### config.mk
export PLATFORM = sky130hd
export DESIGN_NAME = wl_axi_lite_mem_bridge
export DESIGN_NICKNAME = d
export VERILOG_FILES = /design/src/rtl/wl_axi_lite_mem_bridge_pkg.sv /design/src/rtl/wl_axi_lite_mem_bridge.sv
export SDC_FILE = /design/constraint.sdc
export NUM_CORES = 1
export LEC_CHECK = 0
export CAP_MARGIN = 10
export CORE_MARGIN = 2
export CORE_UTILIZATION = 30
export CTS_BUF_LIST = sky130_fd_sc_hd__clkbuf_8
export DETAILED_ROUTE_END_ITERATION = 10
export PLACE_DENSITY_LB_ADDON = 0.05
export SETUP_SLACK_MARGIN = 0.4
export SLEW_MARGIN = 20
export SYNTH_ARGS = -nofsm -noshare
export SYNTH_HDL_FRONTEND = slang
export SYNTH_SLANG_ARGS = --single-unit
### constraint.sdc
create_clock -name clk_i -period 2.7 [get_ports clk_i]
set_input_delay 0.405 -clock clk_i [delete_from_list [all_inputs] [get_ports clk_i]]
set_output_delay 0.405 -clock clk_i [all_outputs]
set_load 0.1 [all_outputs]
### src/rtl/wl_axi_lite_mem_bridge_pkg.sv
// Shared types for the AXI-Lite to single-port SRAM bridge.
// Provides the AXI-Lite request/response structs used as the bridge's
// default port types, the response codes, and the bridge FSM encodings.
package wl_axi_lite_mem_bridge_pkg;

  typedef struct packed {
    logic [31:0] aw_addr;
    logic [2:0]  aw_prot;
    logic        aw_valid;
    logic [31:0] w_data;
    logic [3:0]  w_strb;
    logic        w_valid;
    logic        b_ready;
    logic [31:0] ar_addr;
    logic [2:0]  ar_prot;
    logic        ar_valid;
    logic        r_ready;
  } axi_lite_req_t;

  typedef struct packed {
    logic        aw_ready;
    logic        w_ready;
    logic        b_valid;
    logic [1:0]  b_resp;
    logic        ar_ready;
    logic        r_valid;
    logic [31:0] r_data;
    logic [1:0]  r_resp;
  } axi_lite_resp_t;

  localparam logic [1:0] AxilRespOkay   = 2'b00;
  localparam logic [1:0] AxilRespSlverr = 2'b10;

  localparam logic [31:0] InstrMemBaseAddr = 32'h0001_0000;

  typedef enum logic [1:0] {
    IDLE,
    RD_WAIT,
    RD_RESP,
    WR_RESP
  } bridge_state_e;

  typedef enum logic {
    PRIO_READ,
    PRIO_WRITE
  } bridge_prio_e;

endpackage

### src/rtl/wl_axi_lite_mem_bridge.sv
// AXI-Lite slave bridging single-beat transactions onto a single-port SRAM
// with 1-cycle read latency. One transaction in flight; reads and writes
// arbitrated round-robin when both are pending; out-of-window -> SLVERR.
// Ports:
//   clk_i, rst_ni       clock, asynchronous active-low reset
//   axi_lite_req_i      AW/W/B-ready/AR/R-ready from the demux
//   axi_lite_rsp_o      AW/W/AR-ready, B and R channels
//   mem_req_o/we_o      SRAM strobe and write enable
//   mem_addr_o          SRAM word index
//   mem_wdata_o/be_o    write data and byte enables (from wstrb)
//   mem_rdata_i         read data, valid the cycle after a read strobe
module wl_axi_lite_mem_bridge #(
  parameter int unsigned  MemNumWords = 1024,
  parameter logic [31:0]  BaseAddr    = 32'h0001_0000,
  parameter type axi_lite_req_t  = wl_axi_lite_mem_bridge_pkg::axi_lite_req_t,
  parameter type axi_lite_resp_t = wl_axi_lite_mem_bridge_pkg::axi_lite_resp_t,
  localparam int unsigned MemAddrWidth = $clog2(MemNumWords)
) (
  input  logic                    clk_i,
  input  logic                    rst_ni,
  input  axi_lite_req_t           axi_lite_req_i,
  output axi_lite_resp_t          axi_lite_rsp_o,
  output logic                    mem_req_o,
  output logic                    mem_we_o,
  output logic [MemAddrWidth-1:0] mem_addr_o,
  output logic [31:0]             mem_wdata_o,
  output logic [3:0]              mem_be_o,
  input  logic [31:0]             mem_rdata_i
);
  import wl_axi_lite_mem_bridge_pkg::*;

  localparam logic [31:0] MemNumBytes = 32'(MemNumWords * 4);

  bridge_state_e state_q, state_d;
  bridge_prio_e  prio_q, prio_d;
  logic          rd_ok_q, rd_ok_d;
  logic [31:0]   rdata_q, rdata_d;
  logic [1:0]    rresp_q, rresp_d;
  logic [1:0]    bresp_q, bresp_d;

  logic [31:0]             wr_off, rd_off;
  logic                    wr_in, rd_in;
  logic [MemAddrWidth-1:0] wr_idx, rd_idx;
  logic                    wr_pend, rd_pend, serve_rd, serve_wr;
  axi_lite_resp_t          rsp;

  logic unused_prot;
  assign unused_prot = ^{axi_lite_req_i.aw_prot, axi_lite_req_i.ar_prot};

  // Modular subtraction: addresses below the window wrap to huge offsets
  // and fail the single unsigned compare.
  always_comb begin
    wr_off = axi_lite_req_i.aw_addr - BaseAddr;
    rd_off = axi_lite_req_i.ar_addr - BaseAddr;
    wr_in  = wr_off < MemNumBytes;
    rd_in  = rd_off < MemNumBytes;
    wr_idx = wr_off[MemAddrWidth+1:2];
    rd_idx = rd_off[MemAddrWidth+1:2];
  end

  always_comb begin
    state_d     = state_q;
    prio_d      = prio_q;
    rd_ok_d     = rd_ok_q;
    rdata_d     = rdata_q;
    rresp_d     = rresp_q;
    bresp_d     = bresp_q;
    rsp         = '0;
    mem_req_o   = 1'b0;
    mem_we_o    = 1'b0;
    mem_addr_o  = '0;
    mem_wdata_o = '0;
    mem_be_o    = '0;
    // AW alone or W alone never counts as a pending write.
    wr_pend  = axi_lite_req_i.aw_valid && axi_lite_req_i.w_valid;
    rd_pend  = axi_lite_req_i.ar_valid;
    serve_rd = rd_pend && (!wr_pend || (prio_q == PRIO_READ));
    serve_wr = wr_pend && !serve_rd;

    unique case (state_q)
      IDLE: begin
        if (serve_rd) begin
          rsp.ar_ready = 1'b1;
          if (wr_pend) prio_d = PRIO_WRITE;
          if (rd_in) begin
            mem_req_o  = 1'b1;
            mem_addr_o = rd_idx;
          end
          rd_ok_d = rd_in;
          state_d = RD_WAIT;
        end else if (serve_wr) begin
          rsp.aw_ready = 1'b1;
          rsp.w_ready  = 1'b1;
          if (rd_pend) prio_d = PRIO_READ;
          if (wr_in) begin
            mem_req_o   = 1'b1;
            mem_we_o    = 1'b1;
            mem_addr_o  = wr_idx;
            mem_wdata_o = axi_lite_req_i.w_data;
            mem_be_o    = axi_lite_req_i.w_strb;
          end
          bresp_d = wr_in ? AxilRespOkay : AxilRespSlverr;
          state_d = WR_RESP;
        end
      end
      RD_WAIT: begin
        rdata_d = rd_ok_q ? mem_rdata_i : '0;
        rresp_d = rd_ok_q ? AxilRespOkay : AxilRespSlverr;
        state_d = RD_RESP;
      end
      RD_RESP: begin
        rsp.r_valid = 1'b1;
        if (axi_lite_req_i.r_ready) state_d = IDLE;
      end
      WR_RESP: begin
        rsp.b_valid = 1'b1;
        if (axi_lite_req_i.b_ready) state_d = IDLE;
      end
      default: state_d = IDLE;
    endcase

    rsp.r_data = rdata_q;
    rsp.r_resp = rresp_q;
    rsp.b_resp = bresp_q;
  end

  assign axi_lite_rsp_o = rsp;

  always_ff @(posedge clk_i or negedge rst_ni) begin
    if (!rst_ni) begin
      state_q <= IDLE;
      prio_q  <= PRIO_READ;
      rd_ok_q <= 1'b0;
      rdata_q <= '0;
      rresp_q <= AxilRespOkay;
      bresp_q <= AxilRespOkay;
    end else begin
      state_q <= state_d;
      prio_q  <= prio_d;
      rd_ok_q <= rd_ok_d;
      rdata_q <= rdata_d;
      rresp_q <= rresp_d;
      bresp_q <= bresp_d;
    end
  end

endmodule

==> results of run 1 <==
## cell type report
class	instances	area, sq um	share of cell area [%]
clock inverter	2	12.5	0.202
sequential	38	952	15.4
multi-input combinational	195	1780	28.7
timing repair buffer	257	3180	51.3
inverter	15	60.1	0.970
clock buffer	6	82.6	1.33
antenna	1	2.50	0.0404
tap	99	124	2.00
## power groups by stage
| stage | Clock, mW | Combinational [mW] | Sequential, mW |
|---|---|---|---|
| final | 0.416 | 1.03 | 0.656 |
| after global routing | 0.448 | 1.07 | 0.665 |
| after CTS | 0.420 | 1.01 | 0.655 |
| after detailed placement | 0 | 0.971 | 0.665 |
| after global placement | 0 | 0.954 | 0.663 |
| after floorplan | 0 | 0.430 | 0.837 |
## cells by family (layout without fill, tap and decap cells)
| kind of cell | Yosys count | count (layout) | share of synthesized area (%) |
|---|---|---|---|
| buffers and inverters | 40 | 280 | 8.07 |
| AOI/OAI and AO/OA | 51 | 51 | 14.0 |
| DFF | 38 | 38 | 42.3 |
| xor gates and xnor gates | 2 | 2 | 0.779 |
| other | 1 | 3 | 0.167 |
| muxes | 1 | 1 | 0.501 |
| and+or+nand+nor | 139 | 139 | 34.2 |
## routing by layer
metal / track usage, % / vias up / part of all wire [%]
li1: - / 1417 / -
met1: 29.8 / 1436 / 34
met2: 53.6 / 141 / 56
met3: 7.76 / 24 / 6.5
met4: 10.9 / 0 / 3.5
met5: 0 / - / 0
## flip-flops by register name, indices dropped and copies added (netlist names)
signal and flops:
rd_ok_q 1, rdata_q 32, bresp_q 1, prio_q 1, rresp_q 1, state_q 2
## stage by stage
| stage | cell area (sq um) | TNS, ns | setup slack (ns) | hold WS, ns | cells |
|---|---|---|---|---|---|
| detailed placement | 5660 | -17.97 | -0.411 | 0.472 | 583 |
| floorplan | 2870 | -14.33 | -0.354 | 0.109 | 273 |
| global placement | 5660 | -15.57 | -0.344 | 0.464 | 583 |
| finish | 6190 | -4.89 | -0.193 | 0.200 | 613 |
| global route | 6190 | -7.48 | -0.239 | 0.274 | 613 |
| CTS | 6130 | -1.88 | -0.0970 | 0.231 | 609 |
## cell usage in the layout, fill, tap and decap left out, types with 6 or more instances in the layout
cell	count
clkdlybuf4s50_1	117
nand2_1	78
buf_12	56
buf_4	49
dfrtp_1	37
nor3b_4	36
o21ai_0	33
inv_1	13
o32ai_4	10
buf_16	10
buf_6	9
buf_2	7
clkbuf_8	6
## critical path: cells and delay by family
family          cells  cell delay (ns)
simple gates        3             1.05
buf+inv             7             0.99
compound gates      1             0.05
## worst max path at each step
stage | from | endpoint | slack [ns] | cells past startpoint
finish | axi_lite_req_i[99] | mem_wdata_o[5] | -0.19 | 11
global route | axi_lite_req_i[104] | mem_wdata_o[4] | -0.24 | 11
CTS | axi_lite_req_i[98] | mem_wdata_o[9] | -0.1 | 11
detailed placement | axi_lite_req_i[110] | mem_wdata_o[16] | -0.41 | 7
global placement | axi_lite_req_i[96] | mem_addr_o[4] | -0.34 | 7
floorplan | axi_lite_req_i[110] | mem_wdata_o[22] | -0.35 | 6
## repair_timing
action | in CTS | in global routing
pin swaps | 43 | 28
gates resized for setup | 70 | 5
setup endpoints to repair | 48 | 48
hold endpoints to repair | 0 | 0
gates cloned | 9 | 1
buffers inserted | 9 | 2
==> out/metrics.cfg, run 1 <==
[status]
status = finished with violations
violations = setup timing

[synth]
synth-edff-count = 0
ys_types = 34
yosys.area.top_type = dfrtp_1
synth_top_area_share_pct = 42.3
synthArstFlopShare_pct = 100
yosysWarnings = 0
syn_area_per_cell_sq_um = 8.27
ys_seq_area_share_pct = 42.3
synth_area_sq_mm = 0.00225
synthTopCellsByArea = dfrtp_1 (42%), nand2_1 (13%), nor3b_1 (9.0%), o21ai_0 (7.3%), nor3b_2 (5.0%)
synth_flop_cell = dfrtp_1
synth_common_cells = nand2_1 (78), dfrtp_1 (38), o21ai_0 (33), nor3b_1 (27)
synth_cells = 272
synth_seq_cells = 38
synth.most_common_cell = nand2_1

[clock_network]
clk_path_buf_depth = 2
cts_made_buffers = 5
hold_buffers = 0
clk_pin_slew_worst_paths_ns = 0.08
htreeDepth = 2
cts_tree = done
clk_latency_ns = 0.30
root_buffer = clkbuf_8
cts_sinks = 38

[setup_path]
path_class = primary input to output port
ff2ff_setup_slack_ns = 0.95
cp.required_ns = 2.30
cp-end-kind = output port
worst_path_most_repeated_cell = buf_6
reg2reg_depth = 6
cp_slowest_stage_delay_ns = 0.57
cp_max_fo = 6
cp-start-kind = primary input
critPathArrivalTime_ns = 2.49
slowest_stage = or4_4
reg2reg_to = bresp_q[1]
timing.rr.start = state_q[0]
worstPathCellList = buf_6 -> or4_4 -> nor4_4 -> buf_4 -> a31oi_4 -> buf_6 -> buf_6 -> buf_6 -> buf_16 -> nor3b_4 -> buf_12

[floorplan]
die_h_microns = 90.6
dieArea_sq_mm = 0.00820
start_util_pct = 31.0
rows = 31
die_x_microns = 90.6
core_area_sq_mm = 0.00725
ios = 234

[final_layout]
drive_gt1_share_pct = 40.5
fin_nets = 657
utilization_pct = 85.4
nFillCells = 380
syn2layout_area_growth_pct = 175

[route]
drt-pass1-iter-count = 4
drt_first_iter_violations = 96
vias = 3018
wirelength_microns = 11800
drc_errors = 0
ant_nets = 0
wire_per_inst_microns = 19.3
via_per_inst = 4.92

[power_and_ir_drop]
power_mw = 2.10
cellLeakagePower_nw = 2.64
switchingPower_mw = 0.905
sw_frac_of_total_pct = 43.1
ir_worst_vdd_mv = 0.314
p_int_mw = 1.19
powerDensity_mw_per_mm2 = 339
power.share.clock_pct = 19.8
seq_power_share_pct = 31.3
power_frac_comb_pct = 48.9

[grt]
grt_pass1_wl_microns = 17900
grt_overflow = 0
grt_pass1_vias = 3208
grt_max_degree = 67
grtUsageTotal_pct = 28.5
antenna_found_initial = 1

[sta]
rsz0062_at_grt = true
slew_headroom_pct = 30.3
skew_ns = 0.00527
finalWorstPathRequiredPeriod_ns = 2.89
drv_slew = 0
maxClockFrequency_ghz = 0.346
hold_viol_final = 0
setup_viol = 48
worst_slew_pin_slew_ns = 1.05
setup_ws_ns = -0.193
post-route-period-util_pct = 107

[placement]
place_congestion = 0.813
io_buffers = 221
hpwl_microns = 8010

[run]
cap_violations = 0

[hold_path]
min_path_type = primary input to async pin

Power figures use the tool's default switching activity.
==> run 2: changes to the inputs <==
--- a/config.mk
+++ b/config.mk
@@ -6,10 +6,11 @@
 export NUM_CORES = 1
 export LEC_CHECK = 0
 export CAP_MARGIN = 10
-export CORE_MARGIN = 2
+export CORE_MARGIN = 5
 export CORE_UTILIZATION = 30
 export CTS_BUF_LIST = sky130_fd_sc_hd__clkbuf_8
 export DETAILED_ROUTE_END_ITERATION = 10
+export GPL_TIMING_DRIVEN = 0
 export PLACE_DENSITY_LB_ADDON = 0.05
 export SETUP_SLACK_MARGIN = 0.4
 export SLEW_MARGIN = 20
==> run 2 against run 1 <==
Against the previous run:
- the flow still finishes with violations (setup timing)
- cell area up 1.1%
- via count up 5.9%
- critical endpoint is now mem_wdata_o[7]
- largest cell class unchanged
- combinational power about the same
- fmax up 0.57%
- sequential power about the same
- cell count up 2.3%
==> out/metrics.cfg, run 2 (synthesis results as in run 1) <==
[placement]
place_area_sq_mm = 0.00522  ; was 0.00566 sq mm
hpwl_microns = 8300  ; was 8010 microns
place_congestion = 0.738  ; was 0.813
io_buffers = 221  ; unchanged
place_ws_ns = -1.48  ; was -0.411 ns

[floorplan]
die_h_microns = 96.6  ; was 90.6 microns
rows = 31  ; unchanged
dieArea_sq_mm = 0.00933  ; was 0.00820 sq mm
ios = 234  ; unchanged
core_area_sq_mm = 0.00729  ; was 0.00725 sq mm
start_util_pct = 30.8  ; was 31.0%
die_x_microns = 96.6  ; was 90.6 microns

[setup_path]
cp-start-kind = primary input  ; unchanged
cp-end-kind = output port  ; unchanged
cp_max_fo = 5  ; was 6
path_class = primary input to output port  ; unchanged
cp.required_ns = 2.30  ; about the same
cp_slowest_stage_delay_ns = 0.53  ; was 0.57 ns
slowest_stage = or4_4  ; unchanged
cpLargestDelayFamily = simple AND/OR/NAND/NOR gates  ; unchanged
worst_path_most_repeated_cell = buf_6  ; unchanged
worstPathCellList = buf_6 -> or4_4 -> nor4_4 -> nand4_1 -> buf_6 -> clkbuf_16 -> nor3b_4 -> buf_12  ; was buf_6 -> or4_4 -> nor4_4 -> buf_4 -> a31oi_4 -> buf_6 -> buf_6 -> buf_6 -> buf_16 -> nor3b_4 -> buf_12
crit_buf_inv = 4  ; was 7
critPathArrivalTime_ns = 2.47  ; was 2.49 ns

[clock_network]
clk_pin_slew_worst_paths_ns = 0.08  ; about the same
clk_latency_ns = 0.29  ; was 0.30 ns
htreeDepth = 2  ; unchanged
cts_made_buffers = 5  ; unchanged
clk_path_buf_depth = 2  ; unchanged
cts_tree = done  ; unchanged
root_buffer = clkbuf_8  ; unchanged
cts_sinks = 38  ; unchanged

[grt]
grt_pass1_vias = 3514  ; was 3,208
grt_max_degree = 27  ; was 67
antenna_found_initial = 0  ; was 1
grt_pass1_wl_microns = 19100  ; was 17,900 microns
grtUsageTotal_pct = 27.9  ; was 28.5%
grt_overflow = 0  ; unchanged

[sta]
hold_viol_final = 0  ; unchanged
setup_viol = 48  ; unchanged
slew_headroom_pct = 29.8  ; was 30.3%
setup_ws_ns = -0.177  ; was -0.193 ns
worst_slew_pin_slew_ns = 1.05  ; about the same
maxClockFrequency_ghz = 0.348  ; was 0.346 GHz
hold_ws_ns = 0.00560  ; was 0.200 ns
post-route-period-util_pct = 107  ; about the same
drv_slew = 0  ; unchanged
skew_ns = 0.00918  ; was 0.00527 ns
finalWorstPathRequiredPeriod_ns = 2.88  ; was 2.89 ns
rsz0062_at_grt = true  ; unchanged

[final_layout]
stdcell_area_sq_mm = 0.00626  ; was 0.00619 sq mm
fin_nets = 671  ; was 657
nFillCells = 386  ; was 380
layout_commonest_cell = clkdlybuf4s50_1  ; unchanged
largest_register_ffs = 32  ; unchanged
syn2layout_area_growth_pct = 179  ; was 175%
regMostFlops = rdata_q  ; unchanged
drive_gt1_share_pct = 33.6  ; was 40.5%
mostFrequentLayoutCells = clkdlybuf4s50_1 (151), nand2_1 (78), buf_12 (57)  ; was clkdlybuf4s50_1 (117), nand2_1 (78), buf_12 (56)
top_regs = rdata_q (32), state_q (2)  ; unchanged

[route]
wire_per_inst_microns = 21.8  ; was 19.3 microns
drc_errors = 0  ; unchanged
vias = 3195  ; was 3,018
drt_first_iter_violations = 91  ; was 96
wirelength_microns = 13700  ; was 11,800 microns
drt-pass1-iter-count = 4  ; unchanged
ant_nets = 0  ; unchanged
via_per_inst = 5.10  ; was 4.92

[status]
violations = setup timing  ; unchanged
status = finished with violations  ; unchanged

[power_and_ir_drop]
powerDensity_mw_per_mm2 = 333  ; was 339 mW/mm^2
power_mw = 2.09  ; was 2.10 mW
ir_worst_vdd_mv = 0.401  ; was 0.314 mV
cellLeakagePower_nw = 2.58  ; was 2.64 nW

[run]
cap_violations = 0  ; unchanged

[hold_path]
min_path_type = primary input to async pin  ; unchanged

run 2: changes by cell type in the layout (fill, tap and decap cells not counted), sizes merged:
| cell | change |
|---|---|
| clkdlybuf4s50 | +34 |
| clkdlybuf4s15 | +1 |
| clkdlybuf4s18 | +1 |
| inv | +1 |
| buf | -38 |
| clkinvlp | -1 |
| clkbuf | +18 |
| dlygate4sd2 | -2 |
run 2: stage by stage:
step | cells | util, % | setup TNS [ns]
6_report | 627 | 85.9 | -4.26
5_1_grt | 626 | 85.8 | -7.52
4_1_cts | 621 | 84.8 | -3.96
3_5_place_dp | 594 | 71.6 | -64.58
3_3_place_gp | 593 | 71.4 | -64.06
2_1_floorplan | 273 | - | -14.33
run 2: worst register-to-register path, delay by kind of cell, from the launching register on:
| kind | cells | cell delay, ns |
|---|---|---|
| buf+inv | 2 | 0.39 |
| simple gates | 2 | 0.43 |
| compound gates | 2 | 0.52 |
| flops | 1 | 0.44 |
run 2: routing by layer:
layer | up-vias | share of wire (%) | GRT usage, %
met5 | - | 0 | 0
met4 | 0 | 4.7 | 12.6
met3 | 41 | 8.1 | 7.51
met2 | 179 | 57 | 54.9
met1 | 1524 | 30 | 26.4
li1 | 1451 | - | -
run 2: layout make-up:
class                   instances  area (sq um)  share of cell area, %
multi-input cells             195          1800                   28.8
plain buffers                  25           240                   3.84
inverters                      15          60.1                  0.959
well taps                      99           124                   1.98
diodes                          1          2.50                 0.0400
clock buffers                   6          82.6                   1.32
clock inverters                 2          8.76                  0.140
flip-flops and latches         38           951                   15.2
repair buffers                246          2990                   47.8
run 2: worst paths after layout:
path	from	end	slack (ns)	depth (start not counted)
max	axi_lite_req_i[93]	mem_wdata_o[7]	-0.18	8
min	rst_ni	rdata_q[19]	0.006	1
max reg2reg	state_q[0]	bresp_q[1]	0.81	6
min reg2reg	rdata_q[11]	rdata_q[11]	0.48	2
max in group asynchronous	rst_ni	rdata_q[15]	2.24	2
min in group clk_i	rdata_q[11]	rdata_q[11]	0.48	2
run 2: power breakdown:
group	internal (mW)	total (mW)	switching (mW)	leakage [nW]
Clock	0.202	0.402	0.199	0.0524
Combinational	0.356	1.03	0.673	2.01
Sequential	0.615	0.656	0.0411	0.518
run 2: timing repair:
item                                    4_1_cts  5_1_grt
pin swaps                                    46       14
hold endpoints to repair                      0        0
resized for setup                           524       20
setup buffers                                13        4
endpoints found under the setup margin       54       51
cloned                                        6        1
hold buffers                                  0        0
